**config.mk**
```make
export PLATFORM = sky130hd
export DESIGN_NAME = uart_rx_framer
export DESIGN_NICKNAME = d
export VERILOG_FILES = /design/src/rtl/uart_rx_framer.sv
export SDC_FILE = /design/constraint.sdc
export NUM_CORES = 1
export LEC_CHECK = 0
export CAP_MARGIN = 15
export CORE_MARGIN = 3
export CORE_UTILIZATION = 51
export CTS_CLUSTER_SIZE = 24
export DETAILED_ROUTE_END_ITERATION = 10
export PLACE_DENSITY = 0.77
export SKIP_CTS_REPAIR_TIMING = 1
export SYNTH_ARGS = -nofsm -noshare
export SYNTH_HDL_FRONTEND = slang
export SYNTH_SLANG_ARGS = --single-unit
```
**constraint.sdc**
```tcl
create_clock -name clk_i -period 1.33 [get_ports clk_i]
set_input_delay 0.266 -clock clk_i [delete_from_list [all_inputs] [get_ports clk_i]]
set_output_delay 0.266 -clock clk_i [all_outputs]
set_load 0.005 [all_outputs]
```
**src/rtl/uart_rx_framer.sv**
```systemverilog
// UART receive framer: turns recovered line-bit strobes into bytes with frame/overrun checks.
// Define UART_RX_PARITY_EN to add an even-parity bit after the data bits.
module uart_rx_framer #(
    parameter int unsigned DATA_BITS = 8
) (
    input  logic                 clk_i,
    input  logic                 rst_i,
    input  logic                 bit_i,
    input  logic                 bit_valid_i,
    output logic [DATA_BITS-1:0] data_o,
    output logic                 data_valid_o,
    input  logic                 data_ready_i,
    output logic                 frame_err_o,
    output logic                 parity_err_o,
    output logic                 overrun_o,
    output logic                 busy_o
);

    localparam int unsigned CNT_W = $clog2(DATA_BITS + 1);

    localparam logic [2:0] IDLE   = 3'd0;
    localparam logic [2:0] DATA   = 3'd1;
`ifdef UART_RX_PARITY_EN
    localparam logic [2:0] PARITY = 3'd2;
`endif
    localparam logic [2:0] STOP   = 3'd3;
    localparam logic [2:0] BREAK  = 3'd4;

    logic [2:0]           state, state_next;
    logic [CNT_W-1:0]     bit_cnt, cnt_next;
    logic [DATA_BITS-1:0] shift_reg, shift_next;
    logic [DATA_BITS-1:0] data_next;
    logic                 dv_next;
    logic                 ferr_next;
    logic                 ovr_next;
    logic                 busy_next;
    logic                 good;
`ifdef UART_RX_PARITY_EN
    logic                 par_bad, par_bad_next;
    logic                 perr_next;
`endif

    // Next-state and next-output logic; only strobes advance the frame.
    always_comb begin
        state_next = state;
        cnt_next   = bit_cnt;
        shift_next = shift_reg;
        data_next  = data_o;
        dv_next    = data_valid_o & ~data_ready_i;
        ferr_next  = 1'b0;
        ovr_next   = 1'b0;
        good       = 1'b0;
`ifdef UART_RX_PARITY_EN
        par_bad_next = par_bad;
        perr_next    = 1'b0;
`endif
        if (bit_valid_i) begin
            case (state)
                IDLE: begin
                    if (!bit_i) begin
                        state_next = DATA;
                        cnt_next   = '0;
`ifdef UART_RX_PARITY_EN
                        par_bad_next = 1'b0;
`endif
                    end
                end
                DATA: begin
                    shift_next = {bit_i, shift_reg[DATA_BITS-1:1]};
                    cnt_next   = bit_cnt + CNT_W'(1);
                    if (bit_cnt == CNT_W'(DATA_BITS - 1)) begin
`ifdef UART_RX_PARITY_EN
                        state_next = PARITY;
`else
                        state_next = STOP;
`endif
                    end
                end
`ifdef UART_RX_PARITY_EN
                PARITY: begin
                    par_bad_next = ^{bit_i, shift_reg};
                    state_next   = STOP;
                end
`endif
                STOP: begin
                    if (bit_i) begin
                        state_next = IDLE;
`ifdef UART_RX_PARITY_EN
                        if (par_bad) perr_next = 1'b1;
                        else         good      = 1'b1;
`else
                        good = 1'b1;
`endif
                    end else begin
                        // A bad stop bit outranks a parity mismatch so only one error pulses.
                        ferr_next  = 1'b1;
                        state_next = BREAK;
                    end
                end
                BREAK: begin
                    if (bit_i) state_next = IDLE;
                end
                default: state_next = IDLE;
            endcase
        end

        // A completing frame replaces a byte being consumed this cycle, else overruns.
        if (good) begin
            if (data_valid_o && !data_ready_i) begin
                ovr_next = 1'b1;
            end else begin
                data_next = shift_reg;
                dv_next   = 1'b1;
            end
        end

        busy_next = (state_next != IDLE);
    end

    always_ff @(posedge clk_i) begin
        if (rst_i) begin
            state        <= IDLE;
            bit_cnt      <= '0;
            shift_reg    <= '0;
            data_o       <= '0;
            data_valid_o <= 1'b0;
            frame_err_o  <= 1'b0;
            overrun_o    <= 1'b0;
            busy_o       <= 1'b0;
        end else begin
            state        <= state_next;
            bit_cnt      <= cnt_next;
            shift_reg    <= shift_next;
            data_o       <= data_next;
            data_valid_o <= dv_next;
            frame_err_o  <= ferr_next;
            overrun_o    <= ovr_next;
            busy_o       <= busy_next;
        end
    end

`ifdef UART_RX_PARITY_EN
    always_ff @(posedge clk_i) begin
        if (rst_i) begin
            par_bad      <= 1'b0;
            parity_err_o <= 1'b0;
        end else begin
            par_bad      <= par_bad_next;
            parity_err_o <= perr_next;
        end
    end
`else
    assign parity_err_o = 1'b0;
`endif

endmodule

```
==> flow_summary.toml, run 1 <==
[yosys]
netlist_instances = 119
synth_top_cells_by_area = "sky130_fd_sc_hd__dfxtp_1 (49%), sky130_fd_sc_hd__a21oi_1 (7.3%), sky130_fd_sc_hd__mux2i_1 (7.3%)"
synth-seq-cells = 27
synth.avg_cell_area_um2 = 9.21
post_synth_instance_area_um2 = 1100
synth.distinct_cells = 30
yosysSeqAreaShare_pct = 49.3
mappedNetlistNets = 125
synth_largest_type_area_fraction_pct = 49.3
yosys.area.top_type = "sky130_fd_sc_hd__dfxtp_1"
yosys_warnings = 0

[power]
vdd_ir_drop_max_mv = 0.781
pwr-share-seq_pct = 63.9
total_switching_power_uw = 314
cellLeakagePower_uw = 0.000793
power_per_cell_area_nw_per_um2 = 902
p_int_uw = 974
share_clk_of_total_power_pct = 28.9
power.switching_fraction_pct = 24.4
share_comb_of_total_power_pct = 7.2

[sta]
post_route_setup_tns_ns = 0
finalSetupViolCount = 0
finalHoldViolations = 0
timing.fmax_mhz = 781
timing.final.max_slew_violations = 0
clock_skew_after_layout_ns = 0.00249
timing.final.crit_share_pct = 96.3
timing.final.crit_period_ns = 1.28

[worst_hold_path]
holdPathStages = 4
timing.hold.worst_endpoint = "state[0]$_SDFF_PP0_"
worst_hold_path_type = "primary input to flip-flop"
hold_path_startpoint = "bit_valid_i"

[floorplanning]
chipHeight_um = 52.4
die_width_um = 52.4
die_area_um2 = 2740
rows = 16
core_area_um2 = 2000
starting_utilization_of_the_core_area_pct = 54.7
number_of_top_level_pins = 18

[route]
drt-pass1-iter-count = 4
ant_nets = 0
route.detailed.wl_per_inst_um = 12.8
num_vias = 883
totalWireLength_um = 2200
post-route-drc-count = 0
via_per_inst = 5.16
drt_iter0_markers = 10

[worst_setup_path]
worst_r2r_path_depth = 5
crit_path_end_kind = "flip-flop"
timing.critical_path.fanout_max = 7
startpoint_type = "flip-flop"
crit_type = "flip-flop to flip-flop"
critical_path.reg2reg.startpoint = "state[2]$_SDFF_PP0_"
timing.critical_path.arrival_ns = 1.52
worstPathRequired_ns = 1.57
rr_endpoint = "state[2]$_SDFF_PP0_"
ff2ff_setup_slack_ns = 0.05

[final_layout]
post-route-cell-area_um2 = 1430
layout-drive-gt1-share_pct = 26.4
nNetsFinal = 151
antenna_cells_inserted = 0
syn2layout_area_growth_pct = 30.3

[run_status]
outcome = "finished clean"

[clock_tree]
cts_tree = "yes"
numCtsBuffers = 3
htree_num_levels = 1
clock_network_latency_to_the_later_pin_of_the_worst_skew_pair_ns = 0.33
cts_num_sinks = 27
cts.clk_slew.worst_paths_ns = 0.15
cts_root_buf = "sky130_fd_sc_hd__clkbuf_4"
max-clock-path-buffers = 2

[placed_design]
place_congestion = 0.727
post_dp_cell_area_um2 = 1310
buffer_ports.inserted = 16
hpwlAfterDp_um = 1390

[grt]
largest_net_degree_at_the_start_of_global_routing = 17
first_global_vias = 800
wire_length_of_the_first_global_routing_pass_um = 3330
grt_remaining_overflow = 0
antenna_found_initial = 0
gr-usage-all-layers_pct = 16.7

[job]
max_cap_violations = 0
logic make-up after synthesis:
kind of cell | after synthesis | synth area share (%)
AO/OA/AOI/OAI | 23 | 13.2
adder cells (fa/ha/maj) | 1 | 1.14
buffers and inverters | 9 | 5.14
flip-flops | 27 | 49.3
multiplexers | 8 | 7.31
other | 1 | 0.342
AND/OR/NAND/NOR | 50 | 23.5
how the worst max path moves through the flow:
stage	start	to	slack, ns	cells after the start
3_3_place_gp	bit_valid_i	data_o[4]$_SDFFE_PP0P_	-0.27	5
4_1_cts	data_o[1]$_SDFFE_PP0P_	data_o[1]	-0.16	1
2_1_floorplan	data_valid_o$_SDFF_PP0_	data_o[3]$_SDFFE_PP0P_	0.17	4
6_report	state[2]$_SDFF_PP0_	state[2]$_SDFF_PP0_	0.05	5
5_1_grt	state[1]$_SDFF_PP0_	data_o[1]$_SDFFE_PP0P_	-0.03	4
3_5_place_dp	bit_valid_i	data_o[1]$_SDFFE_PP0P_	-0.31	5
layout by cell type (no fill, tap or decap), types with 2 or more instances in the layout:
| cell | n |
|---|---|
| sky130_fd_sc_hd__inv_1 | 2 |
| sky130_fd_sc_hd__and3_2 | 2 |
| sky130_fd_sc_hd__nor3_1 | 2 |
| sky130_fd_sc_hd__clkbuf_4 | 3 |
| sky130_fd_sc_hd__dfxtp_2 | 12 |
| sky130_fd_sc_hd__dlymetal6s2s_1 | 13 |
| sky130_fd_sc_hd__clkdlybuf4s50_1 | 3 |
| sky130_fd_sc_hd__nand2_1 | 20 |
| sky130_fd_sc_hd__buf_4 | 12 |
| sky130_fd_sc_hd__nor2_1 | 14 |
| sky130_fd_sc_hd__a21oi_1 | 16 |
| sky130_fd_sc_hd__dfxtp_1 | 15 |
| sky130_fd_sc_hd__nand3_1 | 2 |
| sky130_fd_sc_hd__mux2i_1 | 8 |
critical path, stage by stage (launching register included):
cell and delay [ns]:
sky130_fd_sc_hd__dfxtp_2 0.41, sky130_fd_sc_hd__and4b_2 0.28, sky130_fd_sc_hd__buf_4 0.14, sky130_fd_sc_hd__a21oi_1 0.14
sky130_fd_sc_hd__a2bb2oi_1 0.17, sky130_fd_sc_hd__nor2_1 0.05
through the flow:
step	util, %	hold slack (ns)	power [uW]	std cells	setup WS, ns
after global placement	65.4	0.445	926	164	-0.268
final	71.3	0.459	1290	171	0.0493
after global routing	71.3	0.473	1320	171	-0.0293
after floorplan	-	0.436	893	119	0.166
after detailed placement	65.4	0.451	929	164	-0.307
after CTS	66.9	0.471	1280	168	-0.163
cell type report:
| cell class | instances | area (um2) |
|---|---|---|
| tap | 27 | 33.8 |
| sequential | 27 | 556 |
| clock inverter | 1 | 7.51 |
| clock buffer | 3 | 22.5 |
| multi-input combinational | 83 | 518 |
| timing repair buffer | 28 | 283 |
| fill | 161 | 574 |
| inverter | 2 | 7.51 |
per-layer routing:
layer / up-vias / track usage (%) / share of wire (%)
met4: 0 / 10.2 / 2.2
met5: - / 0 / 0
met3: 4 / 3.42 / 4.6
li1: 455 / - / -
met2: 22 / 26.4 / 49
met1: 402 / 20.5 / 44
power groups by stage:
stage	Sequential (uW)	Combinational (uW)	Clock (uW)
after floorplan	839	53.8	0
final	824	92.4	372
after CTS	822	90.0	368
after global placement	839	86.8	0
after global routing	825	102	398
after detailed placement	840	88.9	0
cells in the mapped netlist, drive strengths merged:
cell type   n
dfxtp      27
nand2      20
a21oi      16
nor2       16
mux2i       8
buf         4
clkbuf      3
nand3       3
nor3        3
and3        2
inv         2
or2b        2
a211oi      1
a22oi       1
a2bb2oi     1
a311oi      1
and4b       1
conb        1
ha          1
nand2b      1
nand4bb     1
nor3b       1
o211a       1
o311ai      1
o31ai       1
Power figures use the tool's default switching activity.
==> run 2, diff against run 1 <==
--- a/config.mk
+++ b/config.mk
@@ -10,7 +10,7 @@
 export CORE_UTILIZATION = 51
 export CTS_CLUSTER_SIZE = 24
 export DETAILED_ROUTE_END_ITERATION = 10
-export PLACE_DENSITY = 0.77
+export PLACE_DENSITY = 0.86
 export SKIP_CTS_REPAIR_TIMING = 1
 export SYNTH_ARGS = -nofsm -noshare
 export SYNTH_HDL_FRONTEND = slang
==> flow_summary.toml, run 2 (synthesized netlist as in run 1, its figures left out) <==
[power]
power_per_cell_area_nw_per_um2 = 896
cellLeakagePower_uw = 0.000787
totalPowerFinal_uw = 1260
vdd_ir_drop_max_mv = 0.611

[floorplanning]
starting_utilization_of_the_core_area_pct = 54.7
core_area_um2 = 2000
die_width_um = 52.4
rows = 16
die_area_um2 = 2740
number_of_top_level_pins = 18
chipHeight_um = 52.4

[run_status]
outcome = "finished clean"

[sta]
timing.fmax_mhz = 794
finalHoldViolations = 0
clock_skew_after_layout_ns = 0.00480
timing.final.max_slew_violations = 0
post_route_setup_tns_ns = 0
timing.final.crit_period_ns = 1.26
finalSetupViolCount = 0
timing.final.crit_share_pct = 94.6

[final_layout]
layout_commonest_cell = "sky130_fd_sc_hd__nand2_1"
syn2layout_area_growth_pct = 28.8
layout-drive-gt1-share_pct = 24.6
most-common-layout-cells = "sky130_fd_sc_hd__nand2_1 (20), sky130_fd_sc_hd__a21oi_1 (16), sky130_fd_sc_hd__nor2_1 (15), sky130_fd_sc_hd__dfxtp_1 (15), sky130_fd_sc_hd__dlymetal6s2s_1 (13)"
post-route-cell-area_um2 = 1410
nFillCells = 158
antenna_cells_inserted = 0
nNetsFinal = 149

[worst_hold_path]
holdPathStages = 2
worst_hold_path_type = "flip-flop to flip-flop"

[grt]
first_global_vias = 827
grt_remaining_overflow = 0
antenna_found_initial = 0
gr-usage-all-layers_pct = 16.2
wire_length_of_the_first_global_routing_pass_um = 3380
largest_net_degree_at_the_start_of_global_routing = 28

[placed_design]
buffer_ports.inserted = 16
post_dp_cell_area_um2 = 1310
hpwlAfterDp_um = 1460
place_congestion = 0.869

[route]
ant_nets = 0
route.detailed.wl_per_inst_um = 12.8
totalWireLength_um = 2160
drt_iter0_markers = 10
post-route-drc-count = 0
num_vias = 901
via_per_inst = 5.33
drt-pass1-iter-count = 4

[worst_setup_path]
ff2ff_setup_slack_ns = 0.07
timing.critical_path.cells = "and4b_2, buf_4, a21oi_1, a2bb2oi_1, nor2_1"
startpoint_type = "flip-flop"
critPathBufInv = 1
worstPathRequired_ns = 1.56
worst-path-stages = 5
slowest_delay_ns = 0.42
cp_slowest_cell = "sky130_fd_sc_hd__dfxtp_2"
worst_r2r_path_depth = 5
crit_path_end_kind = "flip-flop"
timing.critical_path.fanout_max = 7
timing.critical_path.arrival_ns = 1.49
crit_family = "flip-flops"
crit_type = "flip-flop to flip-flop"

[clock_tree]
clock_network_latency_to_the_later_pin_of_the_worst_skew_pair_ns = 0.32
cts_tree = "yes"
cts.clk_slew.worst_paths_ns = 0.14
max-clock-path-buffers = 2
cts_num_sinks = 27
htree_num_levels = 1
numCtsBuffers = 3
cts_root_buf = "sky130_fd_sc_hd__clkbuf_4"

[job]
max_cap_violations = 0
-- run 2: cell count changes in the layout (fill, tap and decap cells not counted), sizes merged --
| cell | previous run | this run |
|---|---|---|
| buf | 12 | 10 |
-- run 2: per-stage QoR --
stage               cells  worst slack (ns)  hold WS, ns  utilization (%)
floorplan             119             0.166        0.436                -
global placement      162            -0.275        0.444             65.3
detailed placement    162            -0.322        0.454             65.3
CTS                   166            -0.158        0.473             66.8
global route          169           -0.0200        0.492             70.5
finish                169            0.0712        0.471             70.5
-- run 2: layer usage --
metal  wire [um]  up-vias  global-route usage (%)
li1            -      449                       -
met1         964      426                    19.3
met2        1090       24                    29.3
met3          89        2                    1.71
met4          17        0                    6.38
met5           0        -                       0
-- run 2: layout make-up --
class | instances | area (um2) | area share (%)
tap | 27 | 33.8 | 2.39
timing repair buffer | 26 | 280 | 19.9
multi-input combinational | 83 | 504 | 35.7
clock inverter | 1 | 7.51 | 0.532
sequential | 27 | 556 | 39.4
inverter | 2 | 7.51 | 0.532
clock buffer | 3 | 22.5 | 1.60
-- run 2: final timing paths --
path,from,to
setup / recovery,state[2]$_SDFF_PP0_,state[2]$_SDFF_PP0_
hold / removal,shift_reg[0]$_SDFFE_PP0P_,shift_reg[0]$_SDFFE_PP0P_
setup reg to reg,state[2]$_SDFF_PP0_,state[2]$_SDFF_PP0_
hold reg to reg,shift_reg[0]$_SDFFE_PP0P_,shift_reg[0]$_SDFFE_PP0P_
-- run 2: report_power, final --
group / switching, uW / internal, uW
Sequential: 7.31 / 816
Clock: 235 / 115
Combinational: 47.9 / 43.5
Total: 290 / 974
-- run 2: tightest hold or removal path: stages (launching register included) --
cell and delay (ns):
sky130_fd_sc_hd__dfxtp_1 0.34, sky130_fd_sc_hd__nand2_1 0.05, sky130_fd_sc_hd__a21oi_1 0.05
==> run 3, diff against run 2 <==
--- a/config.mk
+++ b/config.mk
@@ -5,7 +5,6 @@
 export SDC_FILE = /design/constraint.sdc
 export NUM_CORES = 1
 export LEC_CHECK = 0
-export CAP_MARGIN = 15
 export CORE_MARGIN = 3
 export CORE_UTILIZATION = 51
 export CTS_CLUSTER_SIZE = 24
==> results of run 3 <==
Same layout as run 2: the final DEF is identical, and so are final timing and power.
